`src/rtl/shift_arbiter_if.sv`:
```
// Request/response bundle for shift_arbiter: two requester ports feeding one
// shared shift engine, plus the single response port.
interface shift_arbiter_if;
    logic [1:0]  req_valid;
    logic [1:0]  req_ready;
    logic [15:0] req_data0;
    logic [15:0] req_data1;
    logic [3:0]  req_amt0;
    logic [3:0]  req_amt1;
    logic [1:0]  req_op0;
    logic [1:0]  req_op1;
    logic        rsp_valid;
    logic        rsp_ready;
    logic [15:0] rsp_data;
    logic        rsp_id;
    logic        busy;

    // Requesters and the response consumer.
    modport master (
        output req_valid, req_data0, req_data1, req_amt0, req_amt1,
               req_op0, req_op1, rsp_ready,
        input  req_ready, rsp_valid, rsp_data, rsp_id, busy
    );

    // The arbiter itself.
    modport slave (
        input  req_valid, req_data0, req_data1, req_amt0, req_amt1,
               req_op0, req_op1, rsp_ready,
        output req_ready, rsp_valid, rsp_data, rsp_id, busy
    );
endinterface

```
`src/rtl/shift_arbiter.sv`:
```
// shift_arbiter: round-robin arbiter in front of one shared 16-bit logical
// right barrel shifter. Left shifts reuse the shifter through bit reversal;
// rotates take two passes (k and 16-k in opposite directions), OR-combined.

// 16-bit logical right shifter with a one-hot shift amount.
module barrel_shift16 (
    input  logic [15:0] d,
    input  logic [15:0] n,
    output logic [15:0] w
);
    // The single set bit of n selects which right-shifted copy of d reaches w.
    always_comb begin
        w = '0;
        for (int i = 0; i < 16; i++) begin
            if (n[i]) w = w | (d >> i);
        end
    end
endmodule

module shift_arbiter (
    input  logic          clk,
    input  logic          rst_n,
    shift_arbiter_if.slave bus
);
    typedef enum logic [1:0] {
        IDLE  = 2'd0,
        PASS1 = 2'd1,
        PASS2 = 2'd2,
        RESP  = 2'd3
    } state_t;

    // op[0] = 1 means the first pass goes left; op[1] = 1 means rotate (two passes).
    state_t      state;
    state_t      state_nx;
    logic [15:0] opnd;
    logic [3:0]  amt;
    logic [1:0]  op;
    logic        id;
    logic        last;
    logic [15:0] acc;
    logic [15:0] n_sel;

    logic [1:0]  grant;
    logic        grant_id;
    logic        accept;
    logic [15:0] sel_data;
    logic [3:0]  sel_amt;
    logic [1:0]  sel_op;
    logic        go_left;
    logic [15:0] sh_in;
    logic [15:0] sh_out;
    logic [15:0] pass_res;

    function automatic logic [15:0] rev16(input logic [15:0] x);
        logic [15:0] r;
        for (int i = 0; i < 16; i++) r[i] = x[15-i];
        return r;
    endfunction

    function automatic logic [15:0] onehot16(input logic [3:0] k);
        return 16'h0001 << k;
    endfunction

    // Round-robin grant, offered only in IDLE and never while reset is held.
    always_comb begin
        // NOTE: every always_comb output gets a default first so no path leaves it unassigned (no latch).
        grant = 2'b00;
        if (state == IDLE && rst_n) begin
            unique case (bus.req_valid)
                2'b01:   grant = 2'b01;
                2'b10:   grant = 2'b10;
                2'b11:   grant = last ? 2'b01 : 2'b10;
                default: grant = 2'b00;
            endcase
        end
    end

    assign grant_id      = grant[1];
    assign accept        = |grant;   // grant is only raised on a valid bit, so grant == transfer
    assign bus.req_ready = grant;

    assign sel_data = grant_id ? bus.req_data1 : bus.req_data0;
    assign sel_amt  = grant_id ? bus.req_amt1  : bus.req_amt0;
    assign sel_op   = grant_id ? bus.req_op1   : bus.req_op0;

    // Direction of the current pass: the second pass of a rotate runs opposite to the first.
    assign go_left  = (state == PASS2) ? ~op[0] : op[0];
    assign sh_in    = go_left ? rev16(opnd) : opnd;
    assign pass_res = go_left ? rev16(sh_out) : sh_out;

    barrel_shift16 u_shift (
        .d (sh_in),
        .n (n_sel),
        .w (sh_out)
    );

    // State register.
    always_ff @(posedge clk or negedge rst_n) begin
        // NOTE: sequential state uses non-blocking (<=) so every flop samples pre-edge values.
        if (!rst_n) state <= IDLE;
        else        state <= state_nx;
    end

    // Next-state decode.
    always_comb begin
        state_nx = state;
        unique case (state)
            IDLE:    if (accept) state_nx = PASS1;
            PASS1:   state_nx = op[1] ? PASS2 : RESP;
            PASS2:   state_nx = RESP;
            RESP:    if (bus.rsp_ready) state_nx = IDLE;
            default: state_nx = IDLE;
        endcase
    end

    // Transaction capture, pass amount register and accumulator.
    always_ff @(posedge clk or negedge rst_n) begin
        if (!rst_n) begin
            opnd  <= '0;
            amt   <= '0;
            op    <= '0;
            id    <= 1'b0;
            last  <= 1'b1;
            acc   <= '0;
            n_sel <= 16'h0001;
        end else begin
            unique case (state)
                IDLE: begin
                    if (accept) begin
                        opnd  <= sel_data;
                        amt   <= sel_amt;
                        op    <= sel_op;
                        id    <= grant_id;
                        last  <= grant_id;
                        n_sel <= onehot16(sel_amt);
                    end
                end
                PASS1: begin
                    acc <= pass_res;
                    // Second pass amount is (16 - k) mod 16; k = 0 gives 0 and leaves the word intact.
                    if (op[1]) n_sel <= onehot16(4'd0 - amt);
                end
                PASS2:   acc <= acc | pass_res;
                default: ;
            endcase
        end
    end

    assign bus.rsp_valid = (state == RESP);
    assign bus.rsp_data  = acc;
    assign bus.rsp_id    = id;
    assign bus.busy      = (state != IDLE);
endmodule

```
`src/flat_wrapper.sv`:
```
// flat-port wrapper written by rule: the top's interface ports become plain ports
module shift_arbiter_flat 
  (clk, rst_n, bus_req_valid, bus_req_data0, bus_req_data1, bus_req_amt0, bus_req_amt1, bus_req_op0, bus_req_op1, bus_rsp_ready, bus_req_ready, bus_rsp_valid, bus_rsp_data, bus_rsp_id, bus_busy);
  shift_arbiter_if bus_i ();
  input  logic clk;
  input  logic rst_n;
  input wire logic [$bits(bus_i.req_valid)-1:0] bus_req_valid;
  input wire logic [$bits(bus_i.req_data0)-1:0] bus_req_data0;
  input wire logic [$bits(bus_i.req_data1)-1:0] bus_req_data1;
  input wire logic [$bits(bus_i.req_amt0)-1:0] bus_req_amt0;
  input wire logic [$bits(bus_i.req_amt1)-1:0] bus_req_amt1;
  input wire logic [$bits(bus_i.req_op0)-1:0] bus_req_op0;
  input wire logic [$bits(bus_i.req_op1)-1:0] bus_req_op1;
  input wire logic [$bits(bus_i.rsp_ready)-1:0] bus_rsp_ready;
  output wire logic [$bits(bus_i.req_ready)-1:0] bus_req_ready;
  output wire logic [$bits(bus_i.rsp_valid)-1:0] bus_rsp_valid;
  output wire logic [$bits(bus_i.rsp_data)-1:0] bus_rsp_data;
  output wire logic [$bits(bus_i.rsp_id)-1:0] bus_rsp_id;
  output wire logic [$bits(bus_i.busy)-1:0] bus_busy;
  assign bus_i.req_valid = bus_req_valid;
  assign bus_i.req_data0 = bus_req_data0;
  assign bus_i.req_data1 = bus_req_data1;
  assign bus_i.req_amt0 = bus_req_amt0;
  assign bus_i.req_amt1 = bus_req_amt1;
  assign bus_i.req_op0 = bus_req_op0;
  assign bus_i.req_op1 = bus_req_op1;
  assign bus_i.rsp_ready = bus_rsp_ready;
  assign bus_req_ready = bus_i.req_ready;
  assign bus_rsp_valid = bus_i.rsp_valid;
  assign bus_rsp_data = bus_i.rsp_data;
  assign bus_rsp_id = bus_i.rsp_id;
  assign bus_busy = bus_i.busy;
  shift_arbiter u_core (.clk(clk), .rst_n(rst_n), .bus(bus_i));
endmodule
```
`config.mk`:
```
export PLATFORM = sky130hd
export DESIGN_NAME = shift_arbiter_flat
export DESIGN_NICKNAME = d
export VERILOG_FILES = /design/src/rtl/shift_arbiter_if.sv /design/src/rtl/shift_arbiter.sv /design/src/flat_wrapper.sv
export SDC_FILE = /design/constraint.sdc
export NUM_CORES = 1
export LEC_CHECK = 0
export BUFFER_PORTS_ARGS = -buffer_cell sky130_fd_sc_hd__buf_2
export CORE_UTILIZATION = 30
export CTS_CLUSTER_SIZE = 8
export DETAILED_ROUTE_END_ITERATION = 16
export GPL_ROUTABILITY_DRIVEN = 0
export PLACE_DENSITY_LB_ADDON = 0.2
export SLEW_MARGIN = 20
export SYNTH_ARGS = -nofsm -noshare
export SYNTH_HDL_FRONTEND = slang
export SYNTH_SLANG_ARGS = --single-unit
export TNS_END_PERCENT = 1
```
`constraint.sdc`:
```
create_clock -name clk -period 5.12 [get_ports clk]
set_clock_uncertainty 0.2 [all_clocks]
set_input_delay 0.256 -clock clk [delete_from_list [all_inputs] [get_ports clk]]
set_output_delay 0.256 -clock clk [all_outputs]
set_load 0.01 [all_outputs]
```
==> Word level (Yosys, flattened, before mapping) <==
Index checks and enable logic that the tools add are counted.
{ "op_classes": {"shifts": 2, "n_addsub": 1, "n_mux": 33, "n_reduce_logical": 9, "eq_ne": 9, "bitwise_logic": 17} }
{ "ops": {"columns": ["cell", "count"], "rows": [
  ["$mux W16", 21],
  ["$pmux W16 S2", 2],
  ["$shl A1 B4 Y16 const A", 2],
  ["$or A16 B1 Y16", 1],
  ["$or A16 B10 Y16", 1],
  ["$or A16 B11 Y16", 1],
  ["$or A16 B12 Y16", 1],
  ["$or A16 B13 Y16", 1],
  ["$or A16 B14 Y16", 1],
  ["$or A16 B15 Y16", 1],
  ["$or A16 B16 Y16", 1],
  ["$or A16 B2 Y16", 1],
  ["$or A16 B3 Y16", 1],
  ["$or A16 B4 Y16", 1],
  ["$or A16 B5 Y16", 1],
  ["$or A16 B6 Y16", 1],
  ["$or A16 B7 Y16", 1],
  ["$or A16 B8 Y16", 1],
  ["$or A16 B9 Y16", 1],
  ["$mux W2", 5],
  ["$eq A2 B2 Y1 const B", 4],
  ["$pmux W2 S4", 1],
  ["$pmux W2 S3", 1],
  ["$reduce_bool A2 Y1", 3],
  ["12 further kinds", 16]
]} }
{ "totals": {"reg_bits": 58, "output_inout_bits": 21} }

==> Logic depth before layout (Yosys ltp) <==
{ "depth": {"word_depth": 37, "depth_mapped": 10} }

==> Modules after synthesis <==
Synthesis repeated with hierarchy kept, for this count alone.
{ "hier_totals": {"cells_unflattened": 453, "hier_area_um2": 3932.5} }
{ "modules_own_cells": {"columns": ["module", "cells_each", "n_inst", "area_each_um2", "seq_area_each_um2"], "rows": [
  ["shift_arbiter", 351, 1, 3123.0, 1453.9],
  ["barrel_shift16", 102, 1, 809.5, 0.0]
]} }

==> Least setup slack after synthesis <==
OpenSTA, ideal clock, no wires.
{ "synth_path": {"path_type": "register to register", "startpoint": "reg u_core.state[0]", "endpoint": "reg u_core.acc[14], in the netlist u_core.bus.rsp_data[14]", "setup_ns": 0.125, "n_path_buf": 1, "arrival_ns": 2.327, "path_stages_with_launch": 10, "slack_ns": 2.468, "cell_sequence": "dfrtp_1 inv_1 ha_1 xor2_2 buf_6 mux2_2 a222oi_1 nand4_1 nor3_1 nor3_1"} }
{ "synth_via": {"elab_chain_len": 37, "word_cells_on_any_way": 39} }
{ "synth_lines": {"columns": ["element", "line", "text"], "rows": [
  ["start: declaration", "shift_arbiter.sv:33", "state_t state;"],
  ["start signal: assignment", "shift_arbiter.sv:101", "else state <= state_nx;"],
  ["$eq A2 B2 Y1", "shift_arbiter.sv:87, shift_arbiter.sv:127", null],
  ["$mux W1", "shift_arbiter.sv:87", "assign go_left = (state == PASS2) ? ~op[0] : op[0];"],
  ["$mux W16", "shift_arbiter.sv:88", "assign sh_in = go_left ? rev16(opnd) : opnd;"],
  ["$mux W16", "shift_arbiter.sv:15", "if (n[i]) w = w | (d >> i);"],
  ["$or A16 B15 Y16", "shift_arbiter.sv:15", null],
  ["$mux W16", "shift_arbiter.sv:15", null],
  ["$or A16 B14 Y16", "shift_arbiter.sv:15", null],
  ["$mux W16", "shift_arbiter.sv:15", null],
  ["(+21 left out)", null, null],
  ["$mux W16", "shift_arbiter.sv:15", null],
  ["$or A16 B2 Y16", "shift_arbiter.sv:15", null],
  ["$mux W16", "shift_arbiter.sv:15", null],
  ["$or A16 B1 Y16", "shift_arbiter.sv:15", null],
  ["$mux W16", "shift_arbiter.sv:15", null],
  ["$mux W16", "shift_arbiter.sv:89", "assign pass_res = go_left ? rev16(sh_out) : sh_out;"],
  ["$or A16 B16 Y16", "shift_arbiter.sv:143", "PASS2: acc <= acc | pass_res;"],
  ["$pmux W16 S2", "shift_arbiter.sv:127", "unique case (state)"],
  ["end signal: assignment", "shift_arbiter.sv:139", "acc <= pass_res;"],
  ["end signal: assignment", "shift_arbiter.sv:143", null],
  ["end: declaration", "shift_arbiter.sv:40", "logic [15:0] acc;"]
]} }
Parallel ways exist; a longest one is shown, timed or not.
A chain may end at the register's enable or synchronous reset.

==> Worst setup path in the final report <==
{ "layout_path": {"startpoint": "reg u_core.state[0]", "endpoint": "reg u_core.acc[12], in the netlist u_core.bus.rsp_data[12]"} }
Same word-level chain as after synthesis.

==> summary.txt <==
Power
  • Peak VDD IR: 0.3029 mV
  • Power per standard cell area: 767.4 nW/um^2
  • Tot Pwr: 0.003798 W
  • Lkg Pwr: 2.244 nW

Floorplan
  • Die X: 121.5 um
  • Die area: 14750 sq um
  • Initial Util: 30.84%
  • Top Ports: 70
  • Die height: 121.5 um
  • Site Rows: 43
  • CORE AREA: 13880 sq um

Clocking
  • CTS H-tree depth: 3
  • Worst skew pair latency: 0.34 ns
  • Clk slew on worst S/H paths: 0.05 ns
  • Inserted Clock Buffers: 9
  • CTS tree: yes
  • Cts repair resizes: 0
  • Sink Count: 58
  • Root Buffer: clkbuf_16
  • Clock Path Buffers: 2

Timing
  • Final worst slack: 1.478 ns
  • Worst-margin pin slew: 0.8960 ns
  • Max-slew headroom: 40.22%
  • Final Hold Fails: 0
  • Period utilisation layout: 71.13%
  • RSZ-0062 raised after global routing: false
  • Setup violators final: 0
  • Worst hold slack: 0.002628 ns
  • Max Freq: 274.6 MHz
  • Minimum clock period: 3.642 ns
  • Max-slew violations: 0
  • Setup TNS: 0 ns

Worst setup path
  • Critical Path RT: 5.12 ns
  • Critical path type: flop to flop
  • Crit-path cells: inv_1 -> ha_1 -> xor2_2 -> mux2_2 -> a222oi_1 -> nand3_1 -> nor4_1 -> nor4_1
  • Type of destination of the critical path: flop
  • Most frequent cell on the critical path: nor4_1
  • Slowest cell on the critical path: xor2_2
  • Worst Setup Start Kind: flop
  • Register-to-Register Setup Slack: 1.48 ns
  • Largest stage delay on the critical path: 0.75 ns
  • Crit-path max FO: 16
  • CP Data Arrival Time: 3.64 ns

Detailed routing
  • DR vias: 4172
  • First-iteration detailed-routing DRC count: 333
  • Total wire length: 13440 um
  • Post-route DRC: 0
  • Remaining antenna violation count: 0
  • Detail-routed via count per cell: 5.747
  • 1st-pass router iterations: 5
  • WL/cell: 18.52 um

Global routing
  • Grt ovf: 0
  • First-pass GRT wire length: 21680 um
  • Global-route usage over all layers: 18.89%
  • Largest net degree at the start of global routing: 52
  • Vias in the first global route: 4296
  • Initial antenna violation count: 0

Final layout
  • Ant diodes: 0
  • Register area: 1454 sq um
  • Nets@finish: 596
  • Most frequent cells in the layout: buf_2 (69), a22oi_1 (65), dfrtp_1 (56)
  • Non-Filler Instances: 726
  • Multi-input logic area: 2575 sq um
  • Number of fillers in the final layout: 1470
  • Most common cell after layout, fill and taps aside: buf_2
  • Layout cells sized above 1: 21.25%
  • Area grow syn2layout: 15.64%

Yosys
  • Netlist Area Pre-Place: 4280 sq um
  • Leading area contributor after synthesis: dfrtp_1
  • Synth top area share: 32.74%
  • Distinct cells, synth: 46
  • Seq cells post-synth: 58
  • Synth async-reset ratio: 100.0%
  • Synth top area cells: dfrtp_1 (33%), a22oi_1 (11%), mux2i_1 (8.2%)
  • Post-Syn Instances: 504
  • EDFF count, synth: 0
  • Synth Area per Inst: 8.493 sq um
  • Yosys warns: 0
  • Syn nets: 559
  • Post-synth top flop: dfrtp_1
  • Sequential area share after synthesis: 33.97%

Job
  • Max-Cap Viols: 0

Hold path
  • Min-delay worst type: input port to flop

Placed design
  • I/O Buffers: 69
  • Post-DP HPWL: 9393 um
  • Dpl ws: 1.570 ns
  • Dpl cells: 709

Run status
  • Status: complete, no violations
-- power breakdown --
part           total (W)  leakage, nW  switching, W  internal, W
clock network   0.000538        0.124      0.000212     0.000325
registers        0.00117        0.724      0.000485     0.000685
logic            0.00209         1.40       0.00125     0.000840
-- path summary, 6_finish.rpt --
kind                            depth (start not counted)                 endpoint              start
max in group asynchronous                               3           u_core.opnd[6]              rst_n
worst max register to register                          8  u_core.bus.rsp_data[12]    u_core.state[0]
worst min register to register                          2             u_core.op[1]       u_core.op[1]
worst max-delay path                                    8  u_core.bus.rsp_data[12]    u_core.state[0]
min in group asynchronous                               2            u_core.amt[3]              rst_n
worst min-delay path                                    3          u_core.opnd[11]  bus_req_data1[11]
-- cell families (layout without fill, tap and decap cells) --
kind of cell | count (synthesis) | after routing | share of synthesized area (%)
AO/OA/AOI/OAI | 171 | 171 | 27.92
multiplexers | 55 | 55 | 13.53
adder cells (fa/ha/maj) | 6 | 6 | 1.754
AND/OR/NAND/NOR | 148 | 148 | 15.90
flip-flops | 58 | 58 | 33.97
buffers and inverters | 63 | 105 | 5.963
XOR/XNOR | 3 | 3 | 0.9649
-- state kept, by name, indices dropped and copies added, names as in the netlist --
register,cells
u_core.opnd,16
u_core.n_sel,16
u_core.last,1
u_core.amt,4
u_core.op,2
u_core.state,2
u_core.bus.rsp_id,1
u_core.bus.rsp_data,16
-- worst max-delay path: cells and delay by family, from the launching register on --
kind | cells | cell delay [ns]
mux | 1 | 0.50
compound gates | 1 | 0.34
buf+inv | 1 | 0.16
simple gates | 3 | 0.61
fa+ha+maj | 1 | 0.53
xor+xnor | 1 | 0.75
flops | 1 | 0.40
-- metrics by stage --
stage          cell area (sq um)  util (%)
3_3_place_gp                4682     33.73
6_report                    4950     35.66
4_1_cts                     4950     35.66
5_1_grt                     4950     35.66
2_1_floorplan               4280         -
3_5_place_dp                4682     33.73
-- synthesized netlist by cell type (3+ instances only) --
cell type	count
a21oi_1	19
a222oi_1	10
a22o_1	12
a22oi_1	65
a311oi_1	4
a32o_1	4
and3_1	4
buf_1	9
buf_2	3
clkbuf_1	32
dfrtp_1	56
ha_1	6
inv_1	15
mux2_2	19
mux2i_1	35
nand2_1	49
nand2b_1	3
nand3_1	22
nand4_1	4
nor2_1	33
nor3_1	13
nor4_1	8
o21ai_0	37
o22ai_1	7
or2_2	7
-- per-layer routing --
metal / track usage [%] / wire length, um
met2: 31.57 / 6546
met4: 11.34 / 363
met5: 0 / 0
met1: 23.00 / 5783
met3: 2.538 / 749
-- final cells by class --
class	count	area share, %
multi-input combinational	383	52.02
sequential	58	29.37
clock buffer	13	4.853
clock inverter	3	0.3539
tap	180	4.550
inverter	16	1.213
timing repair buffer	73	7.634
-- repair_timing --
action                    4_1_cts  5_1_grt
setup buffers                   0        0
hold endpoints to repair        7        0
hold buffers                    1        0
Power figures use the tool's default switching activity.
